## config.mk

```make
export PLATFORM = sky130hd
export DESIGN_NAME = countdown_part
export DESIGN_NICKNAME = d
export VERILOG_FILES = /design/src/rtl/countdown_part.sv
export SDC_FILE = /design/constraint.sdc
export NUM_CORES = 1
export LEC_CHECK = 0
export CELL_PAD_IN_SITES_DETAIL_PLACEMENT = 1
export CELL_PAD_IN_SITES_GLOBAL_PLACEMENT = 2
export CORE_MARGIN = 2
export CORE_UTILIZATION = 29
export CTS_CLUSTER_DIAMETER = 80
export DETAILED_ROUTE_END_ITERATION = 16
export PLACE_DENSITY_LB_ADDON = 0.2
export SLEW_MARGIN = 20
export SYNTH_ARGS = -nofsm -noshare
export SYNTH_HDL_FRONTEND = slang
export SYNTH_SLANG_ARGS = --single-unit
```

## constraint.sdc

```tcl
create_clock -name clk -period 2.8 [get_ports clk]
set_input_delay 0.56 -clock clk [delete_from_list [all_inputs] [get_ports clk]]
set_output_delay 0.56 -clock clk [all_outputs]
set_load 0.02 [all_outputs]
```

## src/rtl/countdown_part.sv

```systemverilog
// BCD MM:SS count-down timer with preset, pause/resume and completion flag.
// Optional AUTO_RELOAD_EN: reload the last preset on reaching 00:00 and keep running.
module countdown_part #(
  parameter int DIV = 10
) (
  input  logic       clk,
  input  logic       rst,
  input  logic       load,
  input  logic [3:0] set_mt,
  input  logic [3:0] set_mo,
  input  logic [3:0] set_st,
  input  logic [3:0] set_so,
  input  logic       start,
  input  logic       stop,
  output logic [3:0] min_ten,
  output logic [3:0] min_one,
  output logic [3:0] sec_ten,
  output logic [3:0] sec_one,
  output logic       seclock,
  output logic       zero,
  output logic       running,
  output logic       done
);

  localparam int DW = $clog2(DIV);
  localparam logic [DW-1:0] DIV_LAST = DW'(DIV - 1);
  localparam logic [DW-1:0] DIV_ONE  = DW'(1);

  typedef enum logic [1:0] {
    IDLE  = 2'd0,
    RUN   = 2'd1,
    PAUSE = 2'd2,
    DONE  = 2'd3
  } state_t;

  function automatic logic [3:0] clamp_digit(input logic [3:0] d, input logic [3:0] max_d);
    clamp_digit = (d > max_d) ? max_d : d;
  endfunction

  // Packed {mt, mo, st, so}; the borrow ripples from seconds-ones upward.
  function automatic logic [15:0] bcd_dec(input logic [15:0] t);
    logic [3:0] mt, mo, st, so;
    logic       b0, b1, b2;
    mt = t[15:12];
    mo = t[11:8];
    st = t[7:4];
    so = t[3:0];
    if (so == 4'd0) begin so = 4'd9; b0 = 1'b1; end
    else begin so = so - 4'd1; b0 = 1'b0; end
    if (b0 && (st == 4'd0)) begin st = 4'd5; b1 = 1'b1; end
    else if (b0) begin st = st - 4'd1; b1 = 1'b0; end
    else begin b1 = 1'b0; end
    if (b1 && (mo == 4'd0)) begin mo = 4'd9; b2 = 1'b1; end
    else if (b1) begin mo = mo - 4'd1; b2 = 1'b0; end
    else begin b2 = 1'b0; end
    if (b2) begin mt = mt - 4'd1; end
    else begin mt = mt; end
    bcd_dec = {mt, mo, st, so};
  endfunction

  state_t          state_r, state_nx_s;
  logic [DW-1:0]   div_r, div_nx_s;
  logic [15:0]     time_r, time_dec_s, load_val_s;
  logic            tick_s, reload_s;
  logic            seclock_r, running_r, done_r;
`ifdef AUTO_RELOAD_EN
  logic [15:0]     shadow_r;
`endif

  assign time_dec_s = bcd_dec(time_r);
  assign load_val_s = {clamp_digit(set_mt, 4'd9), clamp_digit(set_mo, 4'd9),
                       clamp_digit(set_st, 4'd5), clamp_digit(set_so, 4'd9)};

  assign min_ten = time_r[15:12];
  assign min_one = time_r[11:8];
  assign sec_ten = time_r[7:4];
  assign sec_one = time_r[3:0];
  assign zero    = (time_r == 16'd0);
  assign seclock = seclock_r;
  assign running = running_r;
  assign done    = done_r;

  // Next-state, divider and tick decode; load beats stop beats start.
  always_comb begin
    state_nx_s = state_r;
    div_nx_s   = div_r;
    tick_s     = 1'b0;
    reload_s   = 1'b0;
    if (load) begin
      state_nx_s = IDLE;
      div_nx_s   = '0;
    end else begin
      case (state_r)
        IDLE: begin
          if (start && !zero) begin
            state_nx_s = RUN;
            div_nx_s   = '0;
          end else begin
            state_nx_s = IDLE;
          end
        end
        RUN: begin
          if (stop) begin
            state_nx_s = PAUSE;
          end else if (div_r == DIV_LAST) begin
            div_nx_s = '0;
            tick_s   = 1'b1;
            if (time_dec_s == 16'd0) begin
`ifdef AUTO_RELOAD_EN
              if (shadow_r != 16'd0) begin
                reload_s   = 1'b1;
                state_nx_s = RUN;
              end else begin
                state_nx_s = DONE;
              end
`else
              state_nx_s = DONE;
`endif
            end else begin
              state_nx_s = RUN;
            end
          end else begin
            div_nx_s = div_r + DIV_ONE;
          end
        end
        PAUSE: begin
          if (stop) begin
            state_nx_s = PAUSE;
          end else if (start) begin
            state_nx_s = RUN;
          end else begin
            state_nx_s = PAUSE;
          end
        end
        DONE: begin
          if (stop) begin
            state_nx_s = DONE;
          end else if (start) begin
            state_nx_s = IDLE;
          end else begin
            state_nx_s = DONE;
          end
        end
        default: begin
          state_nx_s = IDLE;
          div_nx_s   = '0;
        end
      endcase
    end
  end

  // State register.
  always_ff @(posedge clk or negedge rst) begin
    if (!rst) begin
      state_r <= IDLE;
    end else begin
      state_r <= state_nx_s;
    end
  end

  // Divider, digits and registered status outputs.
  always_ff @(posedge clk or negedge rst) begin
    if (!rst) begin
      div_r     <= '0;
      time_r    <= 16'd0;
      seclock_r <= 1'b0;
      running_r <= 1'b0;
      done_r    <= 1'b0;
    end else begin
      div_r     <= div_nx_s;
      seclock_r <= tick_s;
      running_r <= (state_nx_s == RUN);
      done_r    <= (state_nx_s == DONE) || reload_s;
      if (load) begin
        time_r <= load_val_s;
      end else if (reload_s) begin
`ifdef AUTO_RELOAD_EN
        time_r <= shadow_r;
`else
        time_r <= time_r;
`endif
      end else if (tick_s) begin
        time_r <= time_dec_s;
      end else begin
        time_r <= time_r;
      end
    end
  end

`ifdef AUTO_RELOAD_EN
  // Shadow copy of the last clamped preset.
  always_ff @(posedge clk or negedge rst) begin
    if (!rst) begin
      shadow_r <= 16'd0;
    end else if (load) begin
      shadow_r <= load_val_s;
    end else begin
      shadow_r <= shadow_r;
    end
  end
`endif

endmodule

```

==> results.tsv, run 1 <==
metric	value	unit
cp-start-kind	register	
area_growth	36.4	%
min_period_over_period	82.6	%
io_buffers	40	
fmax	433	MHz
firstDrtPassIters	4	
ys_types	49	
drc	0	
finalCriticalPeriod	2.31	ns
crit_slowest_cell	dfrtp_1	
status	finished, final reports clean	
grt_util_all_layers	16.4	%
fillCellCount	645	
wl_per_cell	16.0	um
design.portCount	41	
fin_tns_setup	0	ns
hold_depth	1	
initial_core_util	29.9	%
antenna_found_initial	0	
final-max-slew-violation-count	0	
drt-vias-per-instance	5.15	
cts_tree	built	
grt_overflow	0	
synth_cells	181	
final_cell_count_no_fill	302	
synth_nets	210	
die_w	79.3	um
clk_path_buf_depth	2	
max_cap_violations	0	
dieHeight	79.3	um
synth-main-ff-cell	dfrtp_1	
nets	260	
max_slew_margin	69.3	%
worstSkewPairLatency	0.27	ns
row_count	27	
yosysWarningCount	0	
critical-path-top-delay-family	flip-flops	
hold_viol_final	0	
ctsHoldBuffers	0	
path_max_fanout	6	
r2r_cells	7	
ys_ff_latch	25	
max_stage_delay	0.45	ns
cp_num_buf_inv	3	
critPathRequiredTime	2.24	ns
cts_buffers	3	
power.total	0.885	mW
async_flop_share	100	%
grt_pass1_wl	8.12	mm
netlist_area	1650	um2
synth_edf_count	0	
avgSynthCellArea	9.09	um2
fin_util	40.8	%
first_global_vias	1692	
min_path_type	register to register	
antenna_cells	0	
regArea	626	um2
setup_viol	0	
drt_wl_total	4.82	mm
ir_drop	0.000181	V
finClkSkew	0.00584	ns
grt_max_degree	26	
yosysSeqAreaShare	38.0	%
drive_gt1_share	10.9	%
dieArea	6290	um2
rsz0062_at_grt	false	
worstPathArrival	1.75	ns
coreArea	5510	um2
cpMostUsedCell	inv_1	
crit_cells	6	
cts-root-buf	clkbuf_8	
ant_nets	0	
num_vias	1556	
path_class	register to output pin	
setup_ws	0.488	ns
leakage	0.916	nW
hpwl	3.89	mm
path_clk_slew	0.09	ns
gp_congestion	0.801	
drt_iter0_drc	67	
worstMarginPinSlew	0.448	ns
cts.sinks	25	
cp_cell_sequence	inv_1, ha_1, nor4b_4, nand4_1, inv_1, dlymetal6s2s_1	
cts_max_level	1	
dp.cells	298	
multi_input_area	957	um2
pre_cts_slack	0.262	ns
power.density	394	nW/um2
endpoint_kind	output pin	
-- stage by stage --
step / hold slack, ns / cell area [um2]
after global placement: 0.499 / 2180
final: 0.522 / 2240
after CTS: 0.527 / 2230
after global routing: 0.558 / 2240
after floorplan: 0.264 / 1650
after detailed placement: 0.514 / 2180
-- placed cells by master, fill, tap and decap left out, types with 2 or more instances in the layout --
| cell type | count |
|---|---|
| a21oi_1 | 8 |
| a31oi_1 | 3 |
| buf_4 | 10 |
| clkbuf_8 | 3 |
| clkdlybuf4s50_1 | 39 |
| dfrtp_1 | 25 |
| ha_1 | 8 |
| inv_1 | 12 |
| mux2i_1 | 6 |
| nand2_1 | 12 |
| nand3_1 | 5 |
| nand3b_1 | 2 |
| nand4_1 | 4 |
| nor2_1 | 20 |
| nor2b_1 | 3 |
| nor3_1 | 5 |
| nor3b_1 | 2 |
| nor4_1 | 2 |
| nor4_4 | 2 |
| o21a_1 | 3 |
| o21ai_0 | 16 |
| o21ai_1 | 2 |
| o31ai_1 | 3 |
| o41ai_1 | 2 |
| or3b_2 | 2 |
| xnor2_1 | 2 |
| xor2_1 | 3 |
-- repair_timing --
item,4_1_cts,5_1_grt
buffers inserted,0,0
resized for setup,1,3
setup endpoints to repair,1,1
-- state kept, by name, indices dropped and copies added (netlist names) --
signal / flops
state_r: 2
done: 1
running: 1
time_r: 16
div_r: 4
seclock: 1
-- final cells by class --
cell class              instances  area share, %
multi-input cells             138           42.6
repair buffers                 50           21.3
clock buffers                   4           2.01
well taps                      72           4.01
flip-flops and latches         25           27.9
inverters                      13           2.17
-- synthesized netlist by cell type, types with 2 or more instances --
cell	count	area share, %
o21a_1	3	1.4
nand2_1	12	2.7
or3b_2	2	1.1
o31ai_1	3	1.4
nand4_1	4	1.5
nand3_1	5	1.5
clkbuf_1	3	0.68
dfrtp_1	25	38
xnor2_1	2	1.1
o21ai_1	2	0.61
a31oi_1	3	1.1
nor2b_1	3	1.1
o21ai_0	16	4.9
ha_1	8	6.1
nor3b_1	3	1.4
o41ai_1	2	1.1
a21oi_1	8	2.4
mux2i_1	6	3.7
nor4_1	2	0.76
nor3_1	5	1.5
buf_6	2	1.4
nor4_4	2	2.6
inv_1	12	2.7
nand3b_1	2	0.91
nor2_1	20	4.6
xor2_1	3	1.6
-- path summary, 6_finish.rpt --
| check | from | to | slack (ns) |
|---|---|---|---|
| min in group asynchronous | rst | time_r[9] | 0.66 |
| worst min register to register | div_r[3] | div_r[3] | 0.52 |
| worst max register to register | time_r[4] | time_r[14] | 0.53 |
| worst max-delay path | time_r[8] | zero | 0.49 |
| worst min-delay path | div_r[3] | div_r[3] | 0.52 |
| max in group asynchronous | rst | state_r[0] | 1.88 |
-- power by group --
part           switching [mW]  internal, mW  leakage (nW)
clock network           0.123         0.102        0.0228
registers              0.0401         0.383         0.317
logic                   0.121         0.115         0.577
total                   0.284         0.601         0.916
-- cell families after synthesis --
group                    after synthesis  synth area share [%]
XOR/XNOR                               5                  2.66
AND/OR/NAND/NOR                       70                  24.5
buffers and inverters                 18                  5.02
AO/OA/AOI/OAI                         49                  20.1
adder cells (fa/ha/maj)                8                  6.08
flip-flops                            25                  38.0
multiplexers                           6                  3.65
-- layer usage --
metal | routed length (um) | vias up | GRT usage (%)
met4 | 52 | 0 | 4.83
li1 | - | 756 | -
met5 | 0 | - | 0
met2 | 2550 | 24 | 30.0
met3 | 119 | 4 | 2.16
met1 | 2100 | 772 | 20.0
No activity file was read; power rests on OpenSTA's default activity.
==> inputs of run 2 (changes only) <==
==> constraint.sdc (replaced) <==
create_clock -name clk -period 2.2 [get_ports clk]
set_input_delay 0.44 -clock clk [delete_from_list [all_inputs] [get_ports clk]]
set_output_delay 0.44 -clock clk [all_outputs]
set_load 0.02 [all_outputs]
==> run 2 against run 1 <==
  * Register-to-register slack got worse by 0.47 ns
  * Sequential power increased by 22%
  * Non-clock buffer count increased by 30
  * Critical path depth increased by 2
  * First-iteration DRC count decreased by 40%
  * Critical path type is now register to register
  * Critical endpoint is now time_r[14]
  * Largest power group unchanged
==> results.tsv, run 2 (synthesis gave the netlist of run 1 again) <==
metric	value	unit	change
coreArea	5510	um2	unchanged
rsz0062_at_grt	true		
regArea	626	um2	unchanged
worstSkewPairLatency	0.28	ns	about the same
cp-start-kind	register		
largest_register	time_r		
cts.sinks	25		unchanged
max_cap_violations	0		unchanged
critPathRequiredTime	2.36	ns	+0.12 ns
status	finished, final reports clean		
use_met1	19.7	%	-0.27 points
grt_overflow	0		unchanged
io_buffers	40		unchanged
worstPathArrival	2.30	ns	+0.55 ns
die_w	79.3	um	unchanged
drt_wl_total	5.21	mm	+8.2%
path_class	register to register		
initial_core_util	29.9	%	unchanged
min_path_type	input port to async pin		
area_growth	50.7	%	
cts_buffers	3		unchanged
ctsHoldBuffers	0		unchanged
power.total	1.18	mW	+33%
first_global_vias	1845		+9.0%
nets	290		+12%
path_max_fanout	4		-2
mostFrequentLayoutCell	buf_4		
r2r_slack	0.06	ns	-0.47 ns
dieArea	6290	um2	unchanged
power_frac_seq	43.8	%	-4.1 points
drive_gt1_share	23.1	%	+12 points
final_cell_mix	buf_4 (41), clkdlybuf4s50_1 (39), dfrtp_1 (25)		
fmax	467	MHz	
power.switching	0.377	mW	+33%
min_period_over_period	97.4	%	
drc	0		unchanged
path_clk_slew	0.10	ns	about the same
setup_viol	0		unchanged
p_comb_share	31.7	%	+5.0 points
top_regs	time_r (16), div_r (4), state_r (2)		
antenna_cells	0		unchanged
switching_share	32.0	%	-0.16 points
grt_pass1_wl	8.57	mm	+5.5%
grt_max_degree	26		unchanged
leakage	1.05	nW	+14%
endpoint_kind	register		
cts-root-buf	clkbuf_8		
met2_usage	32.8	%	+2.8 points
fillCellCount	651		+0.93%
ant_nets	0		unchanged
row_count	27		unchanged
drt-vias-per-instance	5.06		-1.8%
wl_per_cell	15.7	um	-1.6%
grt_busiest_layer	met2		
worstMarginPinSlew	0.421	ns	-0.0273 ns
use_met3	2.61	%	+0.45 points
grt_util_all_layers	17.4	%	+1.0 points
firstDrtPassIters	4		unchanged
cts_max_level	1		unchanged
clk_path_buf_depth	2		unchanged
hold_viol_final	0		unchanged
largest_reg_flops	16		unchanged
cts_tree	built		
final_cell_count_no_fill	332		+9.9%
dp.cells	327		+9.7%
clockPowerShare	24.5	%	-0.9 points
p_int	0.802	mW	+34%
multi_input_area	971	um2	+1.4%
ir_drop	0.000256	V	+41%
holdWs	0.527	ns	+0.00502 ns
design.portCount	41		unchanged
finClkSkew	0.00963	ns	+0.00379 ns
gp_congestion	0.753		-6.0%
num_vias	1680		+8.0%
drt_iter0_drc	40		-40%
finalCriticalPeriod	2.14	ns	
pre_cts_slack	-0.127	ns	-0.389 ns
power.density	475	nW/um2	+21%
final-max-slew-violation-count	0		unchanged
antenna_found_initial	0		unchanged
dieHeight	79.3	um	unchanged
setup_ws	0.0575	ns	-0.431 ns
max_slew_margin	71.2	%	+1.9 points
hpwl	4.13	mm	+6.0%
## run 2: final cells by class
class | count | share of cell area (%)
Tap cell | 72 | 3.63
Sequential cell | 25 | 25.2
Inverter | 13 | 1.97
Timing Repair Buffer | 80 | 28.2
Clock buffer | 3 | 1.66
Multi-Input combinational cell | 138 | 39.2
Clock inverter | 1 | 0.202
## run 2: worst paths after layout
path	start	endpoint	depth (start not counted)
worst max register to register	time_r[4]	time_r[14]	8
max in group asynchronous	rst	div_r[0]	2
worst min register to register	div_r[3]	div_r[3]	1
worst max-delay path	time_r[4]	time_r[14]	8
worst min-delay path	rst	time_r[13]	2
min in group clk	div_r[3]	div_r[3]	1
## run 2: repair_timing
item	CTS	global route
setup endpoints to repair	3	7
setup buffers	0	1
pin swaps	1	1
gates resized for setup	8	5
## run 2: metal layers
layer / vias up / part of all wire (%)
met1: 826 / 42
met5: - / 0
met2: 29 / 54
met4: 0 / 1.6
li1: 817 / -
met3: 8 / 2.8
## run 2: worst max-delay path: stages, from the launching register on
cell and delay (ns):
dfrtp_1 0.39, inv_1 0.09, ha_2 0.20, or3b_4 0.43
nor4_4 0.37, buf_4 0.18, nand3_2 0.09, xor2_2 0.18
o22ai_2 0.09
## run 2: power by group through the flow
stage,Clock (mW),Sequential [mW],Combinational [mW]
after floorplan,0,0.560,0.129
after global placement,0,0.522,0.358
after detailed placement,0,0.523,0.369
after CTS,0.303,0.516,0.375
after global routing,0.319,0.521,0.408
final,0.289,0.516,0.374
## run 2: per-stage QoR
step	instance area (um2)	utilization, %	TNS (ns)
detailed placement	2390	43.5	-0.360
CTS	2460	44.6	0
finish	2480	45.0	0
floorplan	1650	-	0
global placement	2390	43.5	-0.148
global route	2480	45.0	-0.0891
